## config.mk

```make
export PLATFORM = sky130hd
export DESIGN_NAME = seq_mult
export DESIGN_NICKNAME = d
export VERILOG_FILES = /design/src/rtl/seq_mult.sv
export SDC_FILE = /design/constraint.sdc
export NUM_CORES = 1
export LEC_CHECK = 0
export CAP_MARGIN = 25
export CORE_MARGIN = 4
export CORE_UTILIZATION = 45
export CTS_CLUSTER_DIAMETER = 120
export DETAILED_ROUTE_END_ITERATION = 10
export PLACE_DENSITY = 0.64
export SYNTH_ARGS = -nofsm -noshare
export SYNTH_HDL_FRONTEND = slang
export SYNTH_SLANG_ARGS = --single-unit
```

## constraint.sdc

```tcl
create_clock -name i_clk -period 7.3 [get_ports i_clk]
set_clock_uncertainty 0.2 [all_clocks]
set_input_delay 2.19 -clock i_clk [delete_from_list [all_inputs] [get_ports i_clk]]
set_output_delay 2.19 -clock i_clk [all_outputs]
set_load 0.01 [all_outputs]
```

## src/rtl/seq_mult.sv

```systemverilog
// seq_mult: radix-2 shift-add multiplier for signed or unsigned operands.
// The latency is fixed at WIDTH+1 cycles from accept to out_valid, with a valid/ready handshake on both sides.
module seq_mult #(
    parameter int WIDTH = 16,
    parameter int CNT_W = $clog2(WIDTH) + 1
) (
    input  logic               i_clk,
    input  logic               i_rst_n,
    input  logic               i_in_valid,
    output logic               o_in_ready,
    input  logic [WIDTH-1:0]   i_a,
    input  logic [WIDTH-1:0]   i_b,
    input  logic               i_is_signed,
    output logic               o_out_valid,
    input  logic               i_out_ready,
    output logic [2*WIDTH-1:0] o_product,
    output logic               o_busy
);
    typedef enum logic [1:0] {IDLE, CALC, DONE} state_t;

    state_t             r_state, w_next;
    logic [2*WIDTH-1:0] r_mcand, r_acc, r_product, w_acc_next;
    logic [WIDTH-1:0]   r_mplier, w_mag_a, w_mag_b;
    logic [CNT_W-1:0]   r_cnt;
    logic               r_neg, r_out_valid, w_accept, w_last, w_out_hs;

    assign w_accept   = i_in_valid && (r_state == IDLE);
    assign w_last     = (r_cnt == CNT_W'(WIDTH - 1));
    assign w_out_hs   = r_out_valid && i_out_ready;
    // -2^(WIDTH-1) negates to itself, which read unsigned is the correct magnitude
    assign w_mag_a    = (i_is_signed && i_a[WIDTH-1]) ? -i_a : i_a;
    assign w_mag_b    = (i_is_signed && i_b[WIDTH-1]) ? -i_b : i_b;
    assign w_acc_next = r_acc + (r_mplier[0] ? r_mcand : '0);

    assign o_in_ready  = (r_state == IDLE);
    assign o_busy      = (r_state != IDLE);
    assign o_out_valid = r_out_valid;
    assign o_product   = r_product;

    always_ff @(posedge i_clk or negedge i_rst_n) begin
        if (!i_rst_n) r_state <= IDLE;
        else          r_state <= w_next;
    end

    always_comb begin
        w_next = r_state;
        case (r_state)
            IDLE:    if (w_accept) w_next = CALC;
            CALC:    if (w_last)   w_next = DONE;
            DONE:    if (w_out_hs) w_next = IDLE;
            default: w_next = IDLE;
        endcase
    end

    always_ff @(posedge i_clk or negedge i_rst_n) begin
        if (!i_rst_n) begin
            r_mcand     <= '0;
            r_mplier    <= '0;
            r_acc       <= '0;
            r_cnt       <= '0;
            r_neg       <= 1'b0;
            r_product   <= '0;
            r_out_valid <= 1'b0;
        end else begin
            if (w_accept) begin
                r_mcand  <= {{WIDTH{1'b0}}, w_mag_a};
                r_mplier <= w_mag_b;
                r_acc    <= '0;
                r_cnt    <= '0;
                r_neg    <= i_is_signed && (i_a[WIDTH-1] ^ i_b[WIDTH-1]);
            end else if (r_state == CALC) begin
                r_acc    <= w_acc_next;
                r_mcand  <= r_mcand << 1;
                r_mplier <= r_mplier >> 1;
                r_cnt    <= r_cnt + 1'b1;
                if (w_last) r_product <= r_neg ? -w_acc_next : w_acc_next;
            end
            // valid rises one cycle after entering DONE, giving the WIDTH+1 latency
            r_out_valid <= (r_state == DONE) && !w_out_hs;
        end
    end
endmodule

```

# [Word level (Yosys, flattened, before mapping)]
# Cells that the tools add are included.
[word_totals] regBits=121 inputBits=37 output_inout_bits=35 elab_cells=49
[classes] add_sub_neg=5 eq_ne=6 n_mux=16 bitwise=2 n_reduce_logical=12
[op_table] operator="32-bit two-way mux" count=6
[op_table] operator="16-bit two-way mux" count=4
[op_table] operator="32-bit adder" count=1
[op_table] operator="16-bit negation" count=2
[op_table] operator="32-bit negation" count=1
[op_table] operator="5-bit two-way mux" count=2
[op_table] operator="1-bit logical AND" count=6
[op_table] operator="2-bit two-way mux" count=3
[op_table] operator="2-bit case mux with 3 select lines" count=1
[op_table] operator="3-bit AND reduction" count=2
[op_table] operator="5-bit by 1-bit adder with 5-bit output (second input constant)" count=1
[op_table] operator="5-bit by 4-bit == test with 1-bit output (second input constant)" count=1
[op_table] operator="2-bit != test (second input constant)" count=2
[op_table] operator="2-bit nonzero test" count=2
[op_table] operator="2-bit by 1-bit == test with 1-bit output (second input constant)" count=1
[op_table] operator="2-bit == test (second input constant)" count=1
[op_table] operator="2-bit logical NOT" count=1
[op_table] operator="2-bit by 1-bit != test with 1-bit output (second input constant)" count=1
[op_table] operator="1-bit logical NOT" count=1
[op_table] operator="1-bit inverter" count=1
[op_table] operator="1-bit bitwise XOR" count=1

# [Longest topological paths before layout]
[logic_depth] depth_word=4 mapped_depth=14 ltp_nobuf=13

# [Worst setup path before layout]
# OpenSTA, ideal clock, no wires.
[synth_timing] kind="input to register" startpoint="in i_b[0]" endpoint="reg r_mplier[13]" setup_time_ps=82 t_arrival_ps=4275 t_required_ps=7018 setup_slack_ps=2743 stages=8 path_cell_list="or3_1 > or3_1 > or3_1 > or4_1 > o41ai_1 > xnor2_1 > nor2_1 > a31oi_1"
[synth_via] elab_chain_cells=3
[synth_rtl] element="start, declared" line_no="12" rtl="input logic [WIDTH-1:0] i_b,"
[synth_rtl] element="16-bit negation" line_no="32" rtl="assign w_mag_b = (i_is_signed && i_b[WIDTH-1]) ? -i_b : i_b;"
[synth_rtl] element="16-bit two-way mux" line_no="32"
[synth_rtl] element="16-bit two-way mux" line_no="65" rtl="if (w_accept) begin"
[synth_rtl] element="end signal, assigned" line_no="67" rtl="r_mplier <= w_mag_b;"
[synth_rtl] element="end signal, assigned" line_no="74" rtl="r_mplier <= r_mplier >> 1;"
[synth_rtl] element="end, declared" line_no="23" rtl="logic [WIDTH-1:0] r_mplier, w_mag_a, w_mag_b;"
# Every way passes these cells.
# A chain may end at the register's enable or synchronous reset.

# [Worst setup path in the final report]
# Same ends and word-level chain as after synthesis.

==> run summary <==
Final min period: 4.70 ns
family with the most delay on the worst path: simple AND/OR/NAND/NOR gates
fin crit share: 64.4%
overall power: 4.71 mW
total negative slack: 0 ns
# clock sinks: 121
fmax: 0.213 GHz
Root Driver: clkbuf_16
RSZ-0062 raised after global routing: no
first-pass GRT wire length: 34.0 mm
Hold Path Stages: 2
All-Layer GR Usage: 20.0%
DRT antenna net count: 0
outcome: finished clean
FF+latch count, synth: 121
Worst setup EP type: register
CTS Hold Bufs: 0
Fillers: 1693
R2R setup slack: 2.62 ns
Async SR Flop Fraction: 100%
Syn Inst Count: 1027
Setup CP Type: in -> reg
Yosys Warn Count: 0
core area: 18100 sq um
Vias: 7270
crit path DAT: 4.84 ns
gr ovfl total: 0
initial antenna violation count: 0
most common cell after layout, fill and taps aside: nand2_1
Top FF cell, synth: dfrtp_1
Syn Nets: 1101
worst-margin pin slew: 1.01 ns
CP bufs+invs: 1
Die Span Y: 144 um
Post-CTS Resized: 0
final setup violation count: 0
vias in the first global route: 6763
total of max-cap violations: 0
critical-path cell list: clkdlybuf4s50_1, or3_1, or3_1, or3_1, or4_1, o41ai_1, xnor2_1, nor2_1, a31oi_1
largest net degree at the start of global routing: 94
Rows: 49
max_slew headroom: 32.8%
Fin. Hold Viols: 0
die area: 20800 sq um
most frequent cells in the layout: nand2_1, dfrtp_1, o21ai_0
fin area: 9770 sq um
Layout area overhead: 17.0%
slowest stage delay, CP: 0.46 ns
routed len/inst: 15.3 um
Routed WL: 20.0 mm
synthesized cell area: 8350 sq um
Detailed Routing Iterations Pass 1: 5
post-layout net count: 1141
Worst R2R Path Depth: 13
CTS H-tree lvls: 4
Min-Delay Path Class: reg -> reg
max-slew violation count: 0
WP data required: 7.44 ns
Cell Pwr Density: 482 nW/um^2
top-area cell type share of the netlist area: 36.3%
Antenna Diode Count: 0
DP Cell Count: 1275
drc violations: 0
Finished Layout Cells: 1309
CTS clock-pin slew for the worst setup and hold paths: 0.06 ns
P_leak: 4.13 nW
I/O pin count: 72
Synth area leaders: dfrtp_1, nand2_1, o21ai_0
Seq/Total Area, Yosys: 36.3%
Levels on crit path: 9
CTS tree: yes
die width: 144 um
buffers inserted by post-CTS timing repair: 0
Place WS: 2.14 ns
Buffers on Ports: 71
min setup slack post-route: 2.60 ns
count of cell types in the netlist: 77
DR vias/cell: 5.55
routability cong.: 0.917
layout cells sized above 1: 6.48%
Final HPWL DP: 14.3 mm
Slowest cell on crit path: or4_1
Initial Utilization: 46.2%
CP Max Fanout: 3
Post-synth EDFFs: 0
DR iter-0 viols: 510
most area-hungry cell type in the Yosys netlist: dfrtp_1
Syn Area/Cell: 8.13 sq um
Crit path top cell by count: or3_1
Worst VDD drop: 0.266 mV
Longest Clk Path Bufs: 2
Post-DP Area: 9160 sq um
total CTS buffers: 17
Setup crit start kind: primary input
worst skew pair latency: 0.42 ns
synthesized netlist by cell type, types with 5 or more instances:
| cell | count |
|---|---|
| nand2_1 | 211 |
| dfrtp_1 | 121 |
| o21ai_0 | 105 |
| nor2_1 | 66 |
| clkbuf_1 | 49 |
| xnor2_1 | 48 |
| nand3_1 | 46 |
| and2_1 | 37 |
| ha_1 | 36 |
| a21oi_1 | 35 |
| a31oi_1 | 35 |
| xor2_1 | 30 |
| inv_1 | 17 |
| a21o_1 | 14 |
| o31ai_1 | 13 |
| and3_1 | 10 |
| nand4_1 | 10 |
| o21ai_1 | 10 |
| or3_1 | 10 |
| a211oi_1 | 6 |
| nor2b_1 | 6 |
| nor3_1 | 6 |
| buf_2 | 5 |
| o41ai_1 | 5 |
stage by stage:
stage	hold slack [ns]	util [%]
floorplan	0.248	-
detailed placement	0.270	50.7
global route	0.292	54.0
CTS	0.282	53.8
global placement	0.262	50.7
finish	0.274	54.0
worst register-to-register path, stage by stage (launching register included):
cell and delay [ns]:
dfrtp_1 0.69, and2_1 0.32, ha_1 0.21, fa_1 0.48
a211oi_4 0.30, o211ai_1 0.17, a31o_2 0.33, xnor2_2 0.27
o221ai_1 0.25, nor4b_4 0.41, nand4_1 0.28, o41ai_1 0.38
xor2_1 0.18, o21ai_0 0.10
power breakdown:
group / switching, mW / internal, mW
Sequential: 0.215 / 0.976
Combinational: 1.61 / 1.10
Clock: 0.326 / 0.479
flip-flops by register name (all words and copies together), names as in the netlist:
name and cells:
o_product 32, r_mplier 16, o_out_valid 1, r_mcand 32, r_state 2, r_acc 32, r_neg 1, r_cnt 5
worst paths after layout:
| check | start | end |
|---|---|---|
| max in group asynchronous | i_rst_n | r_mcand[16] |
| max reg2reg | r_mplier[0] | o_product[27] |
| max | i_b[0] | r_mplier[13] |
| min in group asynchronous | i_rst_n | r_mcand[2] |
| min reg2reg | o_product[10] | o_product[10] |
| min | o_product[10] | o_product[10] |
metal layers:
| metal | routed length, um | up-vias | global-route usage [%] |
|---|---|---|---|
| li1 | - | 3711 | - |
| met1 | 10600 | 3349 | 31.5 |
| met2 | 8140 | 190 | 28.3 |
| met3 | 1030 | 20 | 3.21 |
| met4 | 260 | 0 | 5.50 |
| met5 | 0 | - | 0 |
area by class of cell:
type | count | area [sq um] | area share [%]
Multi-Input combinational cell | 830 | 5020 | 51.4
Sequential cell | 121 | 3030 | 31.0
Timing Repair Buffer | 80 | 801 | 8.20
Clock buffer | 19 | 443 | 4.54
Tap cell | 229 | 287 | 2.93
Clock inverter | 13 | 120 | 1.23
Inverter | 17 | 63.8 | 0.653
kinds of logic after synthesis:
logic type | Yosys count | share of synthesized area, %
and+or+nand+nor | 429 | 23.7
adders and majority gates | 37 | 5.64
DFF | 121 | 36.3
xor gates and xnor gates | 79 | 8.38
AOI/OAI and AO/OA | 279 | 21.5
buffers and inverters | 76 | 3.72
muxes | 6 | 0.750
Note: power is estimated with default switching activity, not from simulation.
